--- src/rtl/axi_exdes_core.sv ---
// axi_exdes_core: self-contained AXI4 example subsystem.
// It contains a master traffic generator, a passthrough monitor and a slave
// responder with no memory behind it. Each accepted start runs NUM_TXN
// single-beat writes, then NUM_TXN single-beat reads. Every read beat is
// checked against the slave data rule RDATA = ~ARADDR.
// Optional feature macro: AXI_EXDES_SLV_WAIT_EN. When it is defined, the
// slave raises each READY only one cycle after it sees the matching VALID.
module axi_exdes_core #(
  parameter int                ADDR_W    = 32,
  parameter int                DATA_W    = 32,
  parameter int                NUM_TXN   = 8,
  parameter logic [ADDR_W-1:0] BASE_ADDR = 32'h0000_1000
) (
  input  logic        aclk,
  input  logic        aresetn,
  input  logic        start,
  input  logic        corrupt,
  output logic        busy,
  output logic        done,
  output logic        pass,
  output logic [15:0] wr_cnt,
  output logic [15:0] rd_cnt,
  output logic [15:0] err_cnt
);

  localparam int         MIN_W    = (ADDR_W < DATA_W) ? ADDR_W : DATA_W;
  localparam logic [7:0] LAST_IDX = 8'(NUM_TXN - 1);
  localparam logic [2:0] AX_SIZE  = 3'($clog2(DATA_W / 8));
  localparam logic [1:0] RESP_OK  = 2'b00;

  typedef enum logic [2:0] {
    ST_IDLE    = 3'd0,
    ST_WR      = 3'd1,
    ST_WR_RESP = 3'd2,
    ST_RD      = 3'd3,
    ST_RD_RESP = 3'd4,
    ST_DONE    = 3'd5
  } state_t;

  // Expected read data for a given address: the inverted address, zero-extended or truncated to DATA_W.
  function automatic logic [DATA_W-1:0] inv_addr(input logic [ADDR_W-1:0] a);
    logic [DATA_W-1:0] r;
    r = {DATA_W{1'b0}};
    for (int k = 0; k < MIN_W; k++) begin
      r[k] = ~a[k];
    end
    return r;
  endfunction

  // Master state
  state_t              state_q, state_d;
  logic [7:0]          idx_q, idx_d;
  logic [ADDR_W-1:0]   addr_q, addr_d;
  logic                awvalid_q, awvalid_d, wvalid_q, wvalid_d, arvalid_q, arvalid_d;
  logic                bready_q, bready_d, rready_q, rready_d;
  logic                busy_q, busy_d, done_q, done_d, pass_q, pass_d;
  logic [15:0]         err_q, err_d;
  logic                armed_q;
  // Slave state
  logic                aw_got_q, aw_got_d, w_got_q, w_got_d;
  logic                b_pend_q, b_pend_d, r_pend_q, r_pend_d;
  logic [ADDR_W-1:0]   araddr_q, araddr_d;
  // Monitor counters
  logic [15:0]         wr_cnt_q, wr_cnt_d, rd_cnt_q, rd_cnt_d;

  // Internal AXI4 bus (single beat, ID 0, INCR)
  logic [ADDR_W-1:0]   awaddr_s, araddr_s;
  logic [DATA_W-1:0]   wdata_s, rdata_s;
  logic [DATA_W/8-1:0] wstrb_s;
  logic [7:0]          ax_len_s;
  logic [2:0]          ax_size_s;
  logic [1:0]          ax_burst_s, bresp_s, rresp_s;
  logic                ax_id_s, rlast_s;
  logic                awvalid_s, awready_s, wvalid_s, wready_s, bvalid_s, bready_s;
  logic                arvalid_s, arready_s, rvalid_s, rready_s;
  logic                aw_hs_s, w_hs_s, b_hs_s, ar_hs_s, r_hs_s;
  logic                start_acc_s, err_inc_s, unused_s;

  assign start_acc_s = (state_q == ST_IDLE) && start && armed_q;

  // Master drives the request side of the bus straight from its registers.
  assign awaddr_s   = addr_q;
  assign araddr_s   = addr_q;
  assign wdata_s    = DATA_W'({16'hA5A5, 8'h00, idx_q});
  assign wstrb_s    = {(DATA_W/8){1'b1}};
  assign ax_len_s   = 8'd0;
  assign ax_size_s  = AX_SIZE;
  assign ax_burst_s = 2'b01;
  assign ax_id_s    = 1'b0;
  assign awvalid_s  = awvalid_q;
  assign wvalid_s   = wvalid_q;
  assign arvalid_s  = arvalid_q;
  assign bready_s   = bready_q;
  assign rready_s   = rready_q;

  // The slave returns only OKAY responses and reads back the inverted read address.
  assign bvalid_s = b_pend_q;
  assign rvalid_s = r_pend_q;
  assign bresp_s  = RESP_OK;
  assign rresp_s  = RESP_OK;
  assign rlast_s  = 1'b1;
  assign rdata_s  = inv_addr(araddr_q) ^ {{(DATA_W-1){1'b0}}, corrupt};

  // The slave discards the write payload and ignores the fixed request attributes.
  assign unused_s = ^{awaddr_s, wdata_s, wstrb_s, ax_len_s, ax_size_s, ax_burst_s, ax_id_s, rlast_s};

`ifdef AXI_EXDES_SLV_WAIT_EN
  logic awready_q, wready_q, arready_q;

  // Each READY is raised one cycle after its VALID is seen and drops after the handshake.
  always_ff @(posedge aclk or negedge aresetn) begin
    if (!aresetn) begin
      awready_q <= 1'b0;
      wready_q  <= 1'b0;
      arready_q <= 1'b0;
    end else begin
      awready_q <= awvalid_s && !awready_q && !aw_got_q && !b_pend_q;
      wready_q  <= wvalid_s && !wready_q && !w_got_q && !b_pend_q;
      arready_q <= arvalid_s && !arready_q && !r_pend_q;
    end
  end

  assign awready_s = awready_q;
  assign wready_s  = wready_q;
  assign arready_s = arready_q;
`else
  assign awready_s = !b_pend_q && !aw_got_q;
  assign wready_s  = !b_pend_q && !w_got_q;
  assign arready_s = !r_pend_q;
`endif

  assign aw_hs_s = awvalid_s && awready_s;
  assign w_hs_s  = wvalid_s && wready_s;
  assign b_hs_s  = bvalid_s && bready_s;
  assign ar_hs_s = arvalid_s && arready_s;
  assign r_hs_s  = rvalid_s && rready_s;

  // Slave: collect AW and W in any order, then owe one B; latch the AR address, then owe one R.
  always_comb begin
    aw_got_d = aw_got_q || aw_hs_s;
    w_got_d  = w_got_q || w_hs_s;
    b_pend_d = b_pend_q;
    r_pend_d = r_pend_q;
    araddr_d = araddr_q;
    if (aw_got_d && w_got_d) begin
      b_pend_d = 1'b1;
      aw_got_d = 1'b0;
      w_got_d  = 1'b0;
    end else if (b_hs_s) begin
      b_pend_d = 1'b0;
    end else begin
      b_pend_d = b_pend_q;
    end
    if (ar_hs_s) begin
      r_pend_d = 1'b1;
      araddr_d = araddr_s;
    end else if (r_hs_s) begin
      r_pend_d = 1'b0;
    end else begin
      r_pend_d = r_pend_q;
    end
  end

  // Master: write phase, read phase, and response checking.
  always_comb begin
    state_d   = state_q;
    idx_d     = idx_q;
    addr_d    = addr_q;
    awvalid_d = awvalid_q;
    wvalid_d  = wvalid_q;
    arvalid_d = arvalid_q;
    bready_d  = bready_q;
    rready_d  = rready_q;
    busy_d    = busy_q;
    done_d    = done_q;
    err_d     = err_q;
    err_inc_s = 1'b0;
    case (state_q)
      ST_IDLE: begin
        if (start_acc_s) begin
          state_d   = ST_WR;
          idx_d     = 8'd0;
          addr_d    = BASE_ADDR;
          awvalid_d = 1'b1;
          wvalid_d  = 1'b1;
          busy_d    = 1'b1;
          done_d    = 1'b0;
          err_d     = 16'h0000;
        end else begin
          state_d = ST_IDLE;
        end
      end
      ST_WR: begin
        if (aw_hs_s) begin
          awvalid_d = 1'b0;
        end else begin
          awvalid_d = awvalid_q;
        end
        if (w_hs_s) begin
          wvalid_d = 1'b0;
        end else begin
          wvalid_d = wvalid_q;
        end
        if ((aw_hs_s || !awvalid_q) && (w_hs_s || !wvalid_q)) begin
          state_d  = ST_WR_RESP;
          bready_d = 1'b1;
        end else begin
          state_d = ST_WR;
        end
      end
      ST_WR_RESP: begin
        if (b_hs_s) begin
          bready_d  = 1'b0;
          err_inc_s = (bresp_s != RESP_OK);
          if (idx_q == LAST_IDX) begin
            state_d   = ST_RD;
            idx_d     = 8'd0;
            addr_d    = BASE_ADDR;
            arvalid_d = 1'b1;
          end else begin
            state_d   = ST_WR;
            idx_d     = idx_q + 8'd1;
            addr_d    = addr_q + ADDR_W'(4);
            awvalid_d = 1'b1;
            wvalid_d  = 1'b1;
          end
        end else begin
          state_d = ST_WR_RESP;
        end
      end
      ST_RD: begin
        if (ar_hs_s) begin
          arvalid_d = 1'b0;
          rready_d  = 1'b1;
          state_d   = ST_RD_RESP;
        end else begin
          state_d = ST_RD;
        end
      end
      ST_RD_RESP: begin
        if (r_hs_s) begin
          rready_d  = 1'b0;
          err_inc_s = (rdata_s != inv_addr(addr_q)) || (rresp_s != RESP_OK);
          if (idx_q == LAST_IDX) begin
            state_d = ST_DONE;
            busy_d  = 1'b0;
            done_d  = 1'b1;
          end else begin
            state_d   = ST_RD;
            idx_d     = idx_q + 8'd1;
            addr_d    = addr_q + ADDR_W'(4);
            arvalid_d = 1'b1;
          end
        end else begin
          state_d = ST_RD_RESP;
        end
      end
      ST_DONE: begin
        state_d = ST_IDLE;
      end
      default: begin
        state_d = ST_IDLE;
      end
    endcase
    if (err_inc_s && (err_q != 16'hFFFF)) begin
      err_d = err_q + 16'd1;
    end else begin
      err_d = err_d;
    end
    pass_d = done_d && (err_d == 16'h0000);
  end

  // Monitor: saturating counts of B and R handshakes, restarted by each accepted start.
  always_comb begin
    wr_cnt_d = wr_cnt_q;
    rd_cnt_d = rd_cnt_q;
    if (start_acc_s) begin
      wr_cnt_d = 16'h0000;
      rd_cnt_d = 16'h0000;
    end else begin
      if (b_hs_s && (wr_cnt_q != 16'hFFFF)) begin
        wr_cnt_d = wr_cnt_q + 16'd1;
      end else begin
        wr_cnt_d = wr_cnt_q;
      end
      if (r_hs_s && (rd_cnt_q != 16'hFFFF)) begin
        rd_cnt_d = rd_cnt_q + 16'd1;
      end else begin
        rd_cnt_d = rd_cnt_q;
      end
    end
  end

  // All state registers. armed_q blocks a start that arrives on the first edge after reset.
  always_ff @(posedge aclk or negedge aresetn) begin
    if (!aresetn) begin
      state_q   <= ST_IDLE;
      idx_q     <= 8'd0;
      addr_q    <= {ADDR_W{1'b0}};
      awvalid_q <= 1'b0;
      wvalid_q  <= 1'b0;
      arvalid_q <= 1'b0;
      bready_q  <= 1'b0;
      rready_q  <= 1'b0;
      busy_q    <= 1'b0;
      done_q    <= 1'b0;
      pass_q    <= 1'b0;
      err_q     <= 16'h0000;
      armed_q   <= 1'b0;
      aw_got_q  <= 1'b0;
      w_got_q   <= 1'b0;
      b_pend_q  <= 1'b0;
      r_pend_q  <= 1'b0;
      araddr_q  <= {ADDR_W{1'b0}};
      wr_cnt_q  <= 16'h0000;
      rd_cnt_q  <= 16'h0000;
    end else begin
      state_q   <= state_d;
      idx_q     <= idx_d;
      addr_q    <= addr_d;
      awvalid_q <= awvalid_d;
      wvalid_q  <= wvalid_d;
      arvalid_q <= arvalid_d;
      bready_q  <= bready_d;
      rready_q  <= rready_d;
      busy_q    <= busy_d;
      done_q    <= done_d;
      pass_q    <= pass_d;
      err_q     <= err_d;
      armed_q   <= 1'b1;
      aw_got_q  <= aw_got_d;
      w_got_q   <= w_got_d;
      b_pend_q  <= b_pend_d;
      r_pend_q  <= r_pend_d;
      araddr_q  <= araddr_d;
      wr_cnt_q  <= wr_cnt_d;
      rd_cnt_q  <= rd_cnt_d;
    end
  end

  assign busy    = busy_q;
  assign done    = done_q;
  assign pass    = pass_q;
  assign wr_cnt  = wr_cnt_q;
  assign rd_cnt  = rd_cnt_q;
  assign err_cnt = err_q;

endmodule

--- config.mk ---
export PLATFORM = sky130hd
export DESIGN_NAME = axi_exdes_core
export DESIGN_NICKNAME = d
export VERILOG_FILES = /design/src/rtl/axi_exdes_core.sv
export SDC_FILE = /design/constraint.sdc
export NUM_CORES = 1
export LEC_CHECK = 0
export CAP_MARGIN = 20
export CORE_ASPECT_RATIO = 0.6
export CORE_MARGIN = 3
export CORE_UTILIZATION = 65
export CTS_BUF_LIST = sky130_fd_sc_hd__clkbuf_2
export DETAILED_ROUTE_END_ITERATION = 10
export DONT_BUFFER_PORTS = 1
export PLACE_DENSITY = 0.84
export SLEW_MARGIN = 5
export SYNTH_ARGS = -nofsm -noshare
export SYNTH_HDL_FRONTEND = slang
export SYNTH_SLANG_ARGS = --single-unit
--- constraint.sdc ---
create_clock -name aclk -period 5.92 [get_ports aclk]
set_input_delay 1.48 -clock aclk [delete_from_list [all_inputs] [get_ports aclk]]
set_output_delay 1.48 -clock aclk [all_outputs]
set_load 0.02 [all_outputs]
* Yosys cells after proc, flatten, opt, wreduce, memory -nomap -nowiden
Index checks and enable logic that the tools add are counted.
** Word-level totals
- RAM bits :: 0
- Latch bits :: 0
- Input bits :: 4
- Output and inout port bits :: 51
- Memories kept :: 0
- Register bits :: 136
- Word-level logic and storage cells :: 212
- ROM bits :: 0
** Cells by class
- Multiply operators :: 0
- Multiplexer cells :: 58
- Shift operators :: 0
- Order comparisons :: 0
- Reductions and logical operators :: 44
- Equal/unequal tests :: 20
- Div/mod/pow operators :: 0
- Bitwise logic cells :: 65
- $add $sub $neg :: 5
** Operators by type and width (count)
- 2-to-1 mux 32 bit :: 5
- 2-to-1 mux 16 bit :: 7
- one-hot mux 32 bit (3 select lines) :: 1
- NOT 1 bit :: 64
- adder 16 x 1 -> 16 bit (second input constant) :: 3
- != test 16 bit (second input constant) :: 3
- 2-to-1 mux 8 bit :: 5
- adder 32 x 3 -> 32 bit (second input constant) :: 1
- != test 32 bit :: 1
- bitwise XOR 32 x 1 -> 32 bit :: 1
- 2-to-1 mux 1 bit :: 25
- one-hot mux 8 bit (3 select lines) :: 1
- != test 2 bit (second input constant) :: 11
- zero test 16 bit :: 1
- logical AND 1 bit :: 15
- one-hot mux 3 bit (5 select lines) :: 1
- AND reduction 5 bit :: 3
- nonzero test 2 bit :: 7
- 2-to-1 mux 3 bit :: 4
- one-hot mux 1 bit (3 select lines) :: 3
- nonzero test 3 bit :: 3
- adder 8 x 1 -> 8 bit (second input constant) :: 1
- == test 8 x 3 -> 1 bit (second input constant) :: 1
- one-hot mux 1 bit (2 select lines) :: 4
- 10 further kinds :: 21

* Depth between registers and ports, before layout
- Depth after elaboration :: 9
- Gate-level depth with buffers :: 10
- Mapped depth without buffers :: 9

* Worst setup path before layout
No wires, ideal clock.
- Kind :: input to register
- Start :: in start
- End :: reg addr_q[30]
- Arrival :: 3.098 ns
- Cell stages on the path :: 9
- Path slack :: 2.690 ns
- Buffers on the path :: 1
- Cells stage by stage :: nand2_1 > nor4_2 > o21ai_1 > buf_2 > or3_1 > nor2_1 > nand4_1 > xor2_1 > nor2_1
** Between the ends
- Word-level cells in the longest chain between the ends :: 4
** RTL lines
- from (decl) :: RTL line 16 : input logic start,
- logical AND 1 bit (2 in a row) :: RTL line 79 : assign start_acc_s = (state_q == ST_IDLE) && start && armed_q;
- != test 2 bit (no source line)
- AND reduction 5 bit (no source line)
- to (signal assigned) :: RTL line 299 : addr_q <= {ADDR_W{1'b0}};
- to (signal assigned) :: RTL line 320 : addr_q <= addr_d;
- to (decl) :: RTL line 53 : logic [ADDR_W-1:0] addr_q, addr_d;
No other way between the ends.
A chain may end at the register's enable or synchronous reset.

* Worst setup path after layout
- Start :: reg err_q[1] (netlist: err_cnt[1])
- End :: reg pass_q (netlist: pass)
** Between the ends
- Word-level cells in the longest chain between the ends :: 5
** RTL lines
- from (decl) :: RTL line 57 : logic [15:0] err_q, err_d;
- from (signal assigned) :: RTL line 329 : err_q <= err_d;
- parallel branches: the longest is 2 deep, another holds adder 16 x 1 -> 16 bit
- 2-to-1 mux 16 bit * :: RTL line 265 : if (err_inc_s && (err_q != 16'hFFFF)) begin
- via err_d[9] :: RTL line 57
- zero test 16 bit * :: RTL line 270 : pass_d = done_d && (err_d == 16'h0000);
- logical AND 1 bit * :: RTL line 270
- via pass_d :: RTL line 56 : logic busy_q, busy_d, done_q, done_d, pass_q, pass_d;
- to (signal assigned) :: RTL line 328 : pass_q <= pass_d;
- to (decl) :: RTL line 56
Mark *: on every way through the listed nets, which the timed path passes.

==> run metrics <==
result of the run complete, no violations; Setup WS pre-CTS approximately 1.9 ns; Max Buffers Root-to-Sink 2; commonest non-fill, non-tap cell in the layout sky130_fd_sc_hd__dfrtp_1; initial antenna violation count 0; clock sink count about 130; maximum achievable frequency about 0.3 GHz; slew at the pin with the worst max-slew slack between 0.8 and 0.9 ns; relative area change from synthesis to final layout 5.25%; largest net degree at the start of global routing roughly 130; Yosys reg bits 132; number of flops mapped to enable cells by yosys 0; iteration count of the initial detailed-routing pass 5; cell row count 27; number of nets at the end of the flow between 600 and 700; highest-count cells in the layout ignoring fill and taps 132 x sky130_fd_sc_hd__dfrtp_1, 78 x sky130_fd_sc_hd__nor2_1, 62 x sky130_fd_sc_hd__xor2_1, 60 x sky130_fd_sc_hd__nand2_1, 43 x sky130_fd_sc_hd__o21ai_0; cell leakage power between 3 and 4 nW; Ports 55; residual antenna-violating net count after detailed routing 0; final-report setup violation count 0; type of element launching the critical path flop; H-tree levels 4; CTS tree built; placed wire-length estimate ~10000 um; global route total overflow 0; mean post-synth cell area 9.84 um2; number of DRC markers after the initial detailed-route iteration 540; Hold Violations, Final 0; placed instance count between 700 and 800; period utilization 0.564; latest clock arrival within the worst-skew pair between 0.6 and 0.7 ns; Crit Path Category flop to flop; number of warning messages in the yosys log 0; routed length per instance 18.0 um; hold-fix buffer count after cts 0; wire length reported by the detailed router about 15000 um; post-synth net total approximately 680; Total Routing Usage GR 0.268; critical path required time roughly 6.6 ns; VDD IR-drop max 0.152 mV; pwr dens approximately 210 nW/um2; category of the worst setup path capture point flop; post-layout min period about 3.3 ns; Hold/Removal Path Class primary input to asynchronous set/reset pin; clock transition time at the flip-flop clock pins of the worst setup and hold paths about 0.20 ns; Filler cells 683; Post-Synthesis Cell Area around 6600 um2; Finished Layout Cells 815; data arrival time of the critical path approximately 4.0 ns; number of buffers added by the clock tree synthesis step 17; post-CTS resize count 0; Die Wd 136 um; y dimension of the die between 80 and 90 um; Netlist cell types 57; Root Driver sky130_fd_sc_hd__clkbuf_2; Final Slew Violations 0; minimum setup slack in the final design approximately 2.6 ns; dominant synthesized flop cell sky130_fd_sc_hd__dfrtp_1; Core Area about 9500 um2; CP Max Fanout 27; worst clock skew about 0.032 ns; proportion of synthesized chip area in sequential cells 0.498; number of global-route vias before repair 4965; quantity of I/O buffers inserted on ports 0; setup repair after global routing missed its margin false; fraction of final layout cells with drive strength greater than 1 0.101; gpl congestion a little over 0.8; total die area between 10000 and 15000 um2; Post-CTS Setup Inserts 0; Util after Layout 0.732; antenna cells 0; via count normalized by instance count between 6 and 7; Worst slew margin 0.453; DRC violation count after routing 0; Async SR Flop Fraction 1.00; wire length of the first global-routing pass about 25000 um; Vias 5214; Syn Inst Count 674; final worst hold slack 0.462 ns; total of max-cap violations 0; starting utilization of the core area 0.696; Sum Neg Setup Slack 0 ns
[cell families (layout without fill, tap and decap cells)]
| group | Yosys count | after routing | share of synthesized area |
|---|---|---|---|
| XOR/XNOR | 78 | 78 | 0.103 |
| flip-flops | 132 | 132 | 0.498 |
| AO/OA/AOI/OAI | 111 | 111 | 0.102 |
| adder cells (fa/ha/maj) | 5 | 5 | 0.00944 |
| AND/OR/NAND/NOR | 277 | 277 | 0.212 |
| buffers and inverters | 39 | 50 | 0.0225 |
| multiplexers | 31 | 31 | 0.0523 |
| other | 1 | 1 | 0.000566 |
[per-layer routing]
layer,wire (um),GRT usage
met1,6600,0.389
met2,6570,0.405
met3,1300,0.0641
met4,216,0.0741
met5,0,0
[through the flow]
step / power [W] / cell area, um2
finish: 0.00145 / 6980
global route: 0.00151 / 6980
CTS: 0.00146 / 6960
detailed placement: 0.000921 / 6730
global placement: 0.000921 / 6730
floorplan: 0.000921 / 6630
[state kept, by name (all words and copies together) (netlist names), 3 cells and up]
| signal | cells |
|---|---|
| addr_q | 30 |
| araddr_q | 30 |
| err_cnt | 16 |
| rd_cnt | 16 |
| wr_cnt | 16 |
| idx_q | 8 |
| state_q | 3 |
[cell usage after synthesis, types with 3 or more instances]
cell,count,share of area
sky130_fd_sc_hd__o211ai_1,4,0.0045
sky130_fd_sc_hd__xor2_1,62,0.082
sky130_fd_sc_hd__and3_1,13,0.012
sky130_fd_sc_hd__dfrtp_1,132,0.50
sky130_fd_sc_hd__clkbuf_1,20,0.011
sky130_fd_sc_hd__nand3_1,27,0.020
sky130_fd_sc_hd__nor3_1,10,0.0075
sky130_fd_sc_hd__nand2_1,60,0.034
sky130_fd_sc_hd__ha_1,5,0.0094
sky130_fd_sc_hd__mux2_2,29,0.049
sky130_fd_sc_hd__a21o_1,3,0.0034
sky130_fd_sc_hd__nor4_2,3,0.0057
sky130_fd_sc_hd__buf_1,3,0.0017
sky130_fd_sc_hd__or4_1,3,0.0034
sky130_fd_sc_hd__o21ai_0,43,0.032
sky130_fd_sc_hd__nor2b_1,5,0.0047
sky130_fd_sc_hd__nand4_1,23,0.022
sky130_fd_sc_hd__xnor2_1,16,0.021
sky130_fd_sc_hd__a21oi_1,29,0.022
sky130_fd_sc_hd__and4_1,8,0.011
sky130_fd_sc_hd__nor2_1,79,0.045
sky130_fd_sc_hd__nor4_1,9,0.0085
sky130_fd_sc_hd__inv_1,14,0.0079
sky130_fd_sc_hd__or3_1,22,0.021
sky130_fd_sc_hd__o31ai_1,9,0.010
sky130_fd_sc_hd__nand2b_1,3,0.0028
[area by class of cell]
cell class | instances | area [um2] | share of cell area
Inverter | 14 | 52.6 | 0.00753
Timing Repair Buffer | 4 | 37.5 | 0.00538
Clock inverter | 14 | 143 | 0.0204
Clock buffer | 18 | 90.1 | 0.0129
Multi-Input combinational cell | 503 | 3190 | 0.457
Sequential cell | 132 | 3300 | 0.473
Tap cell | 130 | 163 | 0.0233
[path summary, 6_finish.rpt]
check                           depth (start not counted)  slack (ns)       start     endpoint
worst min-delay path                                    0        0.46     aresetn  err_cnt[11]
max in group asynchronous                               0        5.25     aresetn     idx_q[7]
worst min register to register                          1        0.53    idx_q[0]     idx_q[0]
worst max-delay path                                   10        2.58  err_cnt[1]         pass
worst max register to register                         10        2.58  err_cnt[1]         pass
min in group aclk                                       1        0.53    idx_q[0]     idx_q[0]
[worst max-delay path, cell delays in order (launching register included)]
cell and delay, ns:
sky130_fd_sc_hd__dfrtp_1 0.61, sky130_fd_sc_hd__ha_1 0.29, sky130_fd_sc_hd__nand3_1 0.17, sky130_fd_sc_hd__nor3_1 0.70, sky130_fd_sc_hd__a31oi_4 0.20, sky130_fd_sc_hd__o21ai_2 0.25, sky130_fd_sc_hd__buf_8 0.25, sky130_fd_sc_hd__nor3b_1 0.07
sky130_fd_sc_hd__a211o_1 0.26, sky130_fd_sc_hd__nor4_1 0.29, sky130_fd_sc_hd__and4b_1 0.22
[power breakdown]
part | switching (W) | total [W] | internal, W | leakage, nW
Clock | 0.000320 | 0.000547 | 0.000227 | 0.147
Combinational | 0.00000102 | 0.00000158 | 0.000000550 | 1.38
Sequential | 0.000000298 | 0.000903 | 0.000903 | 1.65
Total | 0.000321 | 0.00145 | 0.00113 | 3.18
Note: power is estimated with default switching activity, not from simulation.
